<file path="config.mk">
export PLATFORM = sky130hd
export DESIGN_NAME = issue_queue_ctrl
export DESIGN_NICKNAME = d
export VERILOG_FILES = /design/src/rtl/issue_queue_ctrl_pkg.sv /design/src/rtl/issue_queue_ctrl_fifo.sv /design/src/rtl/issue_queue_ctrl.sv
export SDC_FILE = /design/constraint.sdc
export NUM_CORES = 1
export LEC_CHECK = 0
export ABC_AREA = 1
export BUFFER_PORTS_ARGS = -buffer_cell sky130_fd_sc_hd__buf_2
export CAP_MARGIN = 10
export CORE_AREA = 2 2 203 205
export CTS_CLUSTER_SIZE = 25
export DETAILED_ROUTE_END_ITERATION = 16
export DIE_AREA = 0 0 205 207
export PLACE_DENSITY = 0.63
export SYNTH_ARGS = -nofsm -noshare
export SYNTH_HDL_FRONTEND = slang
export SYNTH_SLANG_ARGS = --single-unit
export TNS_END_PERCENT = 30
</file>
<file path="constraint.sdc">
create_clock -name clk -period 16.55 [get_ports clk]
set_clock_uncertainty 0.05 [all_clocks]
set_input_delay 2.4825 -clock clk [delete_from_list [all_inputs] [get_ports clk]]
set_output_delay 2.4825 -clock clk [all_outputs]
set_load 0.01 [all_outputs]
</file>
<file path="src/rtl/issue_queue_ctrl_pkg.sv">
// Shared opcode constants, RoB id width and the head-instruction classifier
// for the issue controller.
package issue_queue_ctrl_pkg;

   localparam int ROB_SIZE_WIDTH = 4;

   localparam logic [6:0] LUI     = 7'b0110111;
   localparam logic [6:0] AUIPC   = 7'b0010111;
   localparam logic [6:0] JAL     = 7'b1101111;
   localparam logic [6:0] JALR    = 7'b1100111;
   localparam logic [6:0] B_TYPE  = 7'b1100011;
   localparam logic [6:0] LD_TYPE = 7'b0000011;
   localparam logic [6:0] S_TYPE  = 7'b0100011;
   localparam logic [6:0] I_TYPE  = 7'b0010011;
   localparam logic [6:0] R_TYPE  = 7'b0110011;

   typedef enum logic [1:0] {
      TGT_RS,
      TGT_LSB,
      TGT_ILLEGAL
   } target_e;

   function automatic target_e classify(input logic [6:0] opcode);
      target_e t;
      case (opcode)
         LD_TYPE, S_TYPE: t = TGT_LSB;
         LUI, AUIPC, JAL, JALR, B_TYPE, I_TYPE, R_TYPE: t = TGT_RS;
         default: t = TGT_ILLEGAL;
      endcase
      return t;
   endfunction

endpackage

</file>
<file path="src/rtl/issue_queue_ctrl_fifo.sv">
// Generic synchronous FIFO with clear; head entry is always presented on rdata.
// Callers guarantee no push when full and no pop when empty.
module instr_fifo #(
   parameter int DEPTH = 4,
   parameter int W     = 64
) (
   input  logic                       clk,
   input  logic                       rst,
   input  logic                       clear,
   input  logic                       push,
   input  logic                       pop,
   input  logic [W-1:0]               wdata,
   output logic [W-1:0]               rdata,
   output logic [$clog2(DEPTH):0]     count
);
   localparam int AW = $clog2(DEPTH);

   logic [W-1:0]  mem [DEPTH];
   logic [AW-1:0] head;
   logic [AW-1:0] tail;

   assign rdata = mem[head];

   always_ff @(posedge clk) begin
      if (rst) begin
         head  <= '0;
         tail  <= '0;
         count <= '0;
         for (int i = 0; i < DEPTH; i++) mem[i] <= '0;
      end else if (clear) begin
         head  <= '0;
         tail  <= '0;
         count <= '0;
      end else begin
         if (push) begin
            mem[tail] <= wdata;
            tail      <= tail + 1'b1;
         end
         if (pop) head <= head + 1'b1;
         case ({push, pop})
            2'b10:   count <= count + 1'b1;
            2'b01:   count <= count - 1'b1;
            default: count <= count;
         endcase
      end
   end

endmodule

</file>
<file path="src/rtl/issue_queue_ctrl.sv">
// In-order issue queue between Fetcher and Decoder: gates head issue on RoB and
// RS/LSB space, drops illegal opcodes, flushes on misprediction, counts stalls.
module issue_queue_ctrl
   import issue_queue_ctrl_pkg::*;
#(
   parameter int DEPTH = 4,
   parameter int ROB_W = ROB_SIZE_WIDTH
) (
   input  logic             clk,
   input  logic             rst,
   input  logic             rdy,
   input  logic             fetch_valid,
   input  logic [31:0]      fetch_instr,
   input  logic [31:0]      fetch_addr,
   output logic             fetch_ready,
   input  logic             flush,
   input  logic             rob_full,
   input  logic [ROB_W-1:0] rob_tail_id,
   input  logic             rs_full,
   input  logic             lsb_full,
   output logic [31:0]      dec_instr,
   output logic [31:0]      dec_addr,
   output logic             issue_valid,
   output logic             issue_to_rs,
   output logic             issue_to_lsb,
   output logic [ROB_W-1:0] issue_rob_id,
   output logic             rob_alloc,
   output logic [31:0]      stall_cycles
);
   localparam int            AW        = $clog2(DEPTH);
   localparam logic [AW:0]   DEPTH_CNT = DEPTH[AW:0];

   logic [AW:0]   count;
   logic [63:0]   head_word;
   logic          not_empty;
   logic          active;
   logic          target_free;
   logic          can_issue;
   logic          drop_illegal;
   logic          push;
   logic          pop;
   target_e       target;

   instr_fifo #(.DEPTH(DEPTH), .W(64)) u_fifo (
      .clk   (clk),
      .rst   (rst),
      .clear (rdy & flush),
      .push  (push),
      .pop   (pop),
      .wdata ({fetch_instr, fetch_addr}),
      .rdata (head_word),
      .count (count)
   );

   assign not_empty = (count != '0);
   assign active    = rdy & ~flush;

   // Empty queue shows zeros so the Decoder never sees a stale opcode.
   assign dec_instr = not_empty ? head_word[63:32] : '0;
   assign dec_addr  = not_empty ? head_word[31:0]  : '0;

   assign target      = classify(dec_instr[6:0]);
   assign target_free = (target == TGT_LSB) ? ~lsb_full : ~rs_full;

   assign can_issue    = active & not_empty & ~rob_full & target_free & (target != TGT_ILLEGAL);
   assign drop_illegal = active & not_empty & (target == TGT_ILLEGAL);

   assign fetch_ready = active & (count < DEPTH_CNT);
   assign push        = fetch_valid & fetch_ready;
   assign pop         = can_issue | drop_illegal;

   assign issue_valid  = can_issue;
   assign rob_alloc    = can_issue;
   assign issue_to_rs  = can_issue & (target == TGT_RS);
   assign issue_to_lsb = can_issue & (target == TGT_LSB);
   assign issue_rob_id = rob_tail_id;

   always_ff @(posedge clk) begin
      if (rst)
         stall_cycles <= '0;
      else if (active & not_empty & ~can_issue & (target != TGT_ILLEGAL))
         stall_cycles <= stall_cycles + 32'd1;
   end

endmodule

</file>
==> out/qor.yml <==
die:
  initial_utilization: 0.346
  core-area_mm2: 0.0404
  ioPinCount: 181
  chipWidth_um: 205
  dieArea_mm2: 0.0424
  rows: 74
  die_h_um: 207
clock_network:
  cts_max_path_buffers: 3
  htreeDepth: 1
  postCtsSetupBuffers: 0
  cts_inserted_buffers: 30
  clock_sinks: 297
  cts.reportedPaths.clkPinSlew_ps: 70
  cts_resized: 0
  cts_root_buf: "clkbuf_16"
  cts_tree: "yes"
  ctsHoldBuffers: 0
  clk_latency_ps: 590
setup_path:
  rr_worst_depth: 21
  regToRegEndpoint: "u_fifo.count[2]"
  startpoint_type: "register"
  reg2reg_slack_ps: 11710
  required_ps: 14020
  crit_fanout: 65
  end_kind: "primary output"
  arrival_ps: 3920
  critical_path_class: "register to primary output"
placement:
  place_hpwl_um: 22400
  place_ws_ps: 10230
  gp_congestion: 0.891
  place_inst: 2188
  io_buffers: 172
run:
  cap_violations: 0
timing:
  finalSetupTns_ps: 0
  max_slew_margin: 0.251
  fmax_mhz: 155
  worst_slack_ps: 10100
  setup_viol: 0
  fin_crit_ps: 6450
  drv_slew: 0
  grt_setup_unrepaired: "false"
  fin_crit_sh: 0.390
  tightest_slew_ps: 1120
  finalHoldViolCount: 0
final_layout:
  n_antenna_cell: 0
  final_nets: 1767
  syn2layout_area_growth_pct: 16.0
  layoutNonFillerInstCount: 2242
  final_cell_mix: "nor2_1, edfxtp_1, nand2_1"
  layout_commonest_cell: "nor2_1"
  drive_gt1_frac: 0.144
  fillers: 4024
status:
  status: "finished, final reports clean"
synthesis:
  synth_top_family_by_area: "simple AND/OR/NAND/NOR gates"
  synth_fa_ha_area_frac: 0.00322
  ys_types: 32
  synth-simple-area-share: 0.223
  synth_compound_area_frac: 0.0797
  muxShareOfSynthArea: 0
  synth-seq-area-share: 0.608
  syn_area_mm2: 0.0140
  avgSynthCellArea_um2: 8.94
  yosysWarnings: 0
  netlist_instances: 1564
  synth_xor_area_frac: 0.0163
  ys_ff_latch: 297
  synth_fp_nets: 1643
global_route:
  grt_pass1_wl_um: 59300
  antenna_found_initial: 0
  grt_pass1_vias: 10575
  grt_max_degree: 115
  overflow: 0
  grt_usage: 0.178
worst_hold_path:
  hold_start: "u_fifo.count[0]"
  holdPathStages: 2
  holdCritPathClass: "register to register"
  min_to: "u_fifo.count[0]"
route:
  drt-total-wl_um: 38800
  ant_nets: 0
  first_pass_iters: 5
  drt_iter0_markers: 909
  drc: 0
  wl_per_cell_um: 17.3
  viasPerCell: 4.93
  dr_total_vias: 11060
power:
  power_density_mw_per_mm2: 98.7
  p_leak_uw: 0.00660
  ir_drop_mv: 0.0613
==> critical path, cell delays in order (launching register included) <==
cell and delay [ps]:
dfxtp_2 310, buf_4 650, inv_2 180, buf_4 430
nor2_1 180, o21ai_0 120, nand2_1 80, nand2_1 100
nor2_2 240, nand2_2 170, o21ai_4 90, buf_4 370
nand2_1 180, nor2_1 110, buf_2 140
==> stage by stage <==
stage	cell area [µm²]	utilization	total power [µW]	hold slack, ps
2_1_floorplan	14000	-	918	408
3_3_place_gp	15300	0.378	954	425
3_5_place_dp	15300	0.378	956	433
4_1_cts	16200	0.402	1610	444
5_1_grt	16200	0.402	1650	478
6_report	16200	0.402	1600	440
==> logic make-up after synthesis <==
| group | after synthesis |
|---|---|
| AO/OA/AOI/OAI | 220 |
| XOR/XNOR | 26 |
| adder cells (fa/ha/maj) | 3 |
| buffers and inverters | 242 |
| flip-flops | 297 |
| AND/OR/NAND/NOR | 776 |
==> how the worst max path moves through the flow <==
stage	endpoint	slack (ps)
2_1_floorplan	u_fifo.mem[3][0]	8310
3_3_place_gp	u_fifo.mem[0][21]	10260
3_5_place_dp	u_fifo.mem[0][18]	10230
4_1_cts	issue_to_lsb	10070
5_1_grt	issue_to_rs	9830
6_report	issue_to_rs	10100
==> flip-flops by register name, summed over array words and instances (netlist names), named ones only <==
signal and flops:
stall_cycles 32, u_fifo.count 3, u_fifo.head 2, u_fifo.mem 256, u_fifo.tail 2
==> synth_stat cells (all sizes together) <==
| cell | instances | area, µm² |
|---|---|---|
| xor2 | 19 | 166 |
| or2 | 1 | 6.26 |
| nand2 | 183 | 689 |
| ha | 2 | 25.0 |
| inv | 147 | 552 |
| buf | 40 | 218 |
| nand3b | 5 | 37.5 |
| o21a | 1 | 7.51 |
| clkbuf | 54 | 203 |
| edfxtp | 256 | 7690 |
| and2 | 1 | 6.26 |
| o21ai | 123 | 627 |
| nand4 | 33 | 206 |
| nor2 | 502 | 1890 |
| nor3b | 3 | 22.5 |
| nor3 | 17 | 85.1 |
| xnor2 | 7 | 61.3 |
| fa | 1 | 20.0 |
| a21oi | 96 | 480 |
| nand3 | 31 | 173 |
| dfxtp | 41 | 821 |
| clkinv | 1 | 3.75 |
==> routing by layer <==
metal / up-vias / share of wire / global-route usage
li1: 5359 / - / -
met1: 5261 / 0.42 / 0.238
met2: 375 / 0.48 / 0.294
met3: 65 / 0.071 / 0.0264
met4: 0 / 0.026 / 0.0610
met5: - / 0 / 0
==> power by group <==
part           switching [µW]  internal [µW]
Clock                     284            378
Sequential               8.08            839
Combinational            67.2           23.9
Total                     359           1240
==> area by class of cell <==
cell class	count	area, µm²	area share
well taps	532	666	0.0410
flip-flops and latches	297	8510	0.525
multi-input cells	1025	4560	0.281
repair buffers	186	966	0.0595
clock inverters	11	96.3	0.00594
clock buffers	43	866	0.0534
inverters	148	557	0.0343
(Power assumes the default switching activity.)
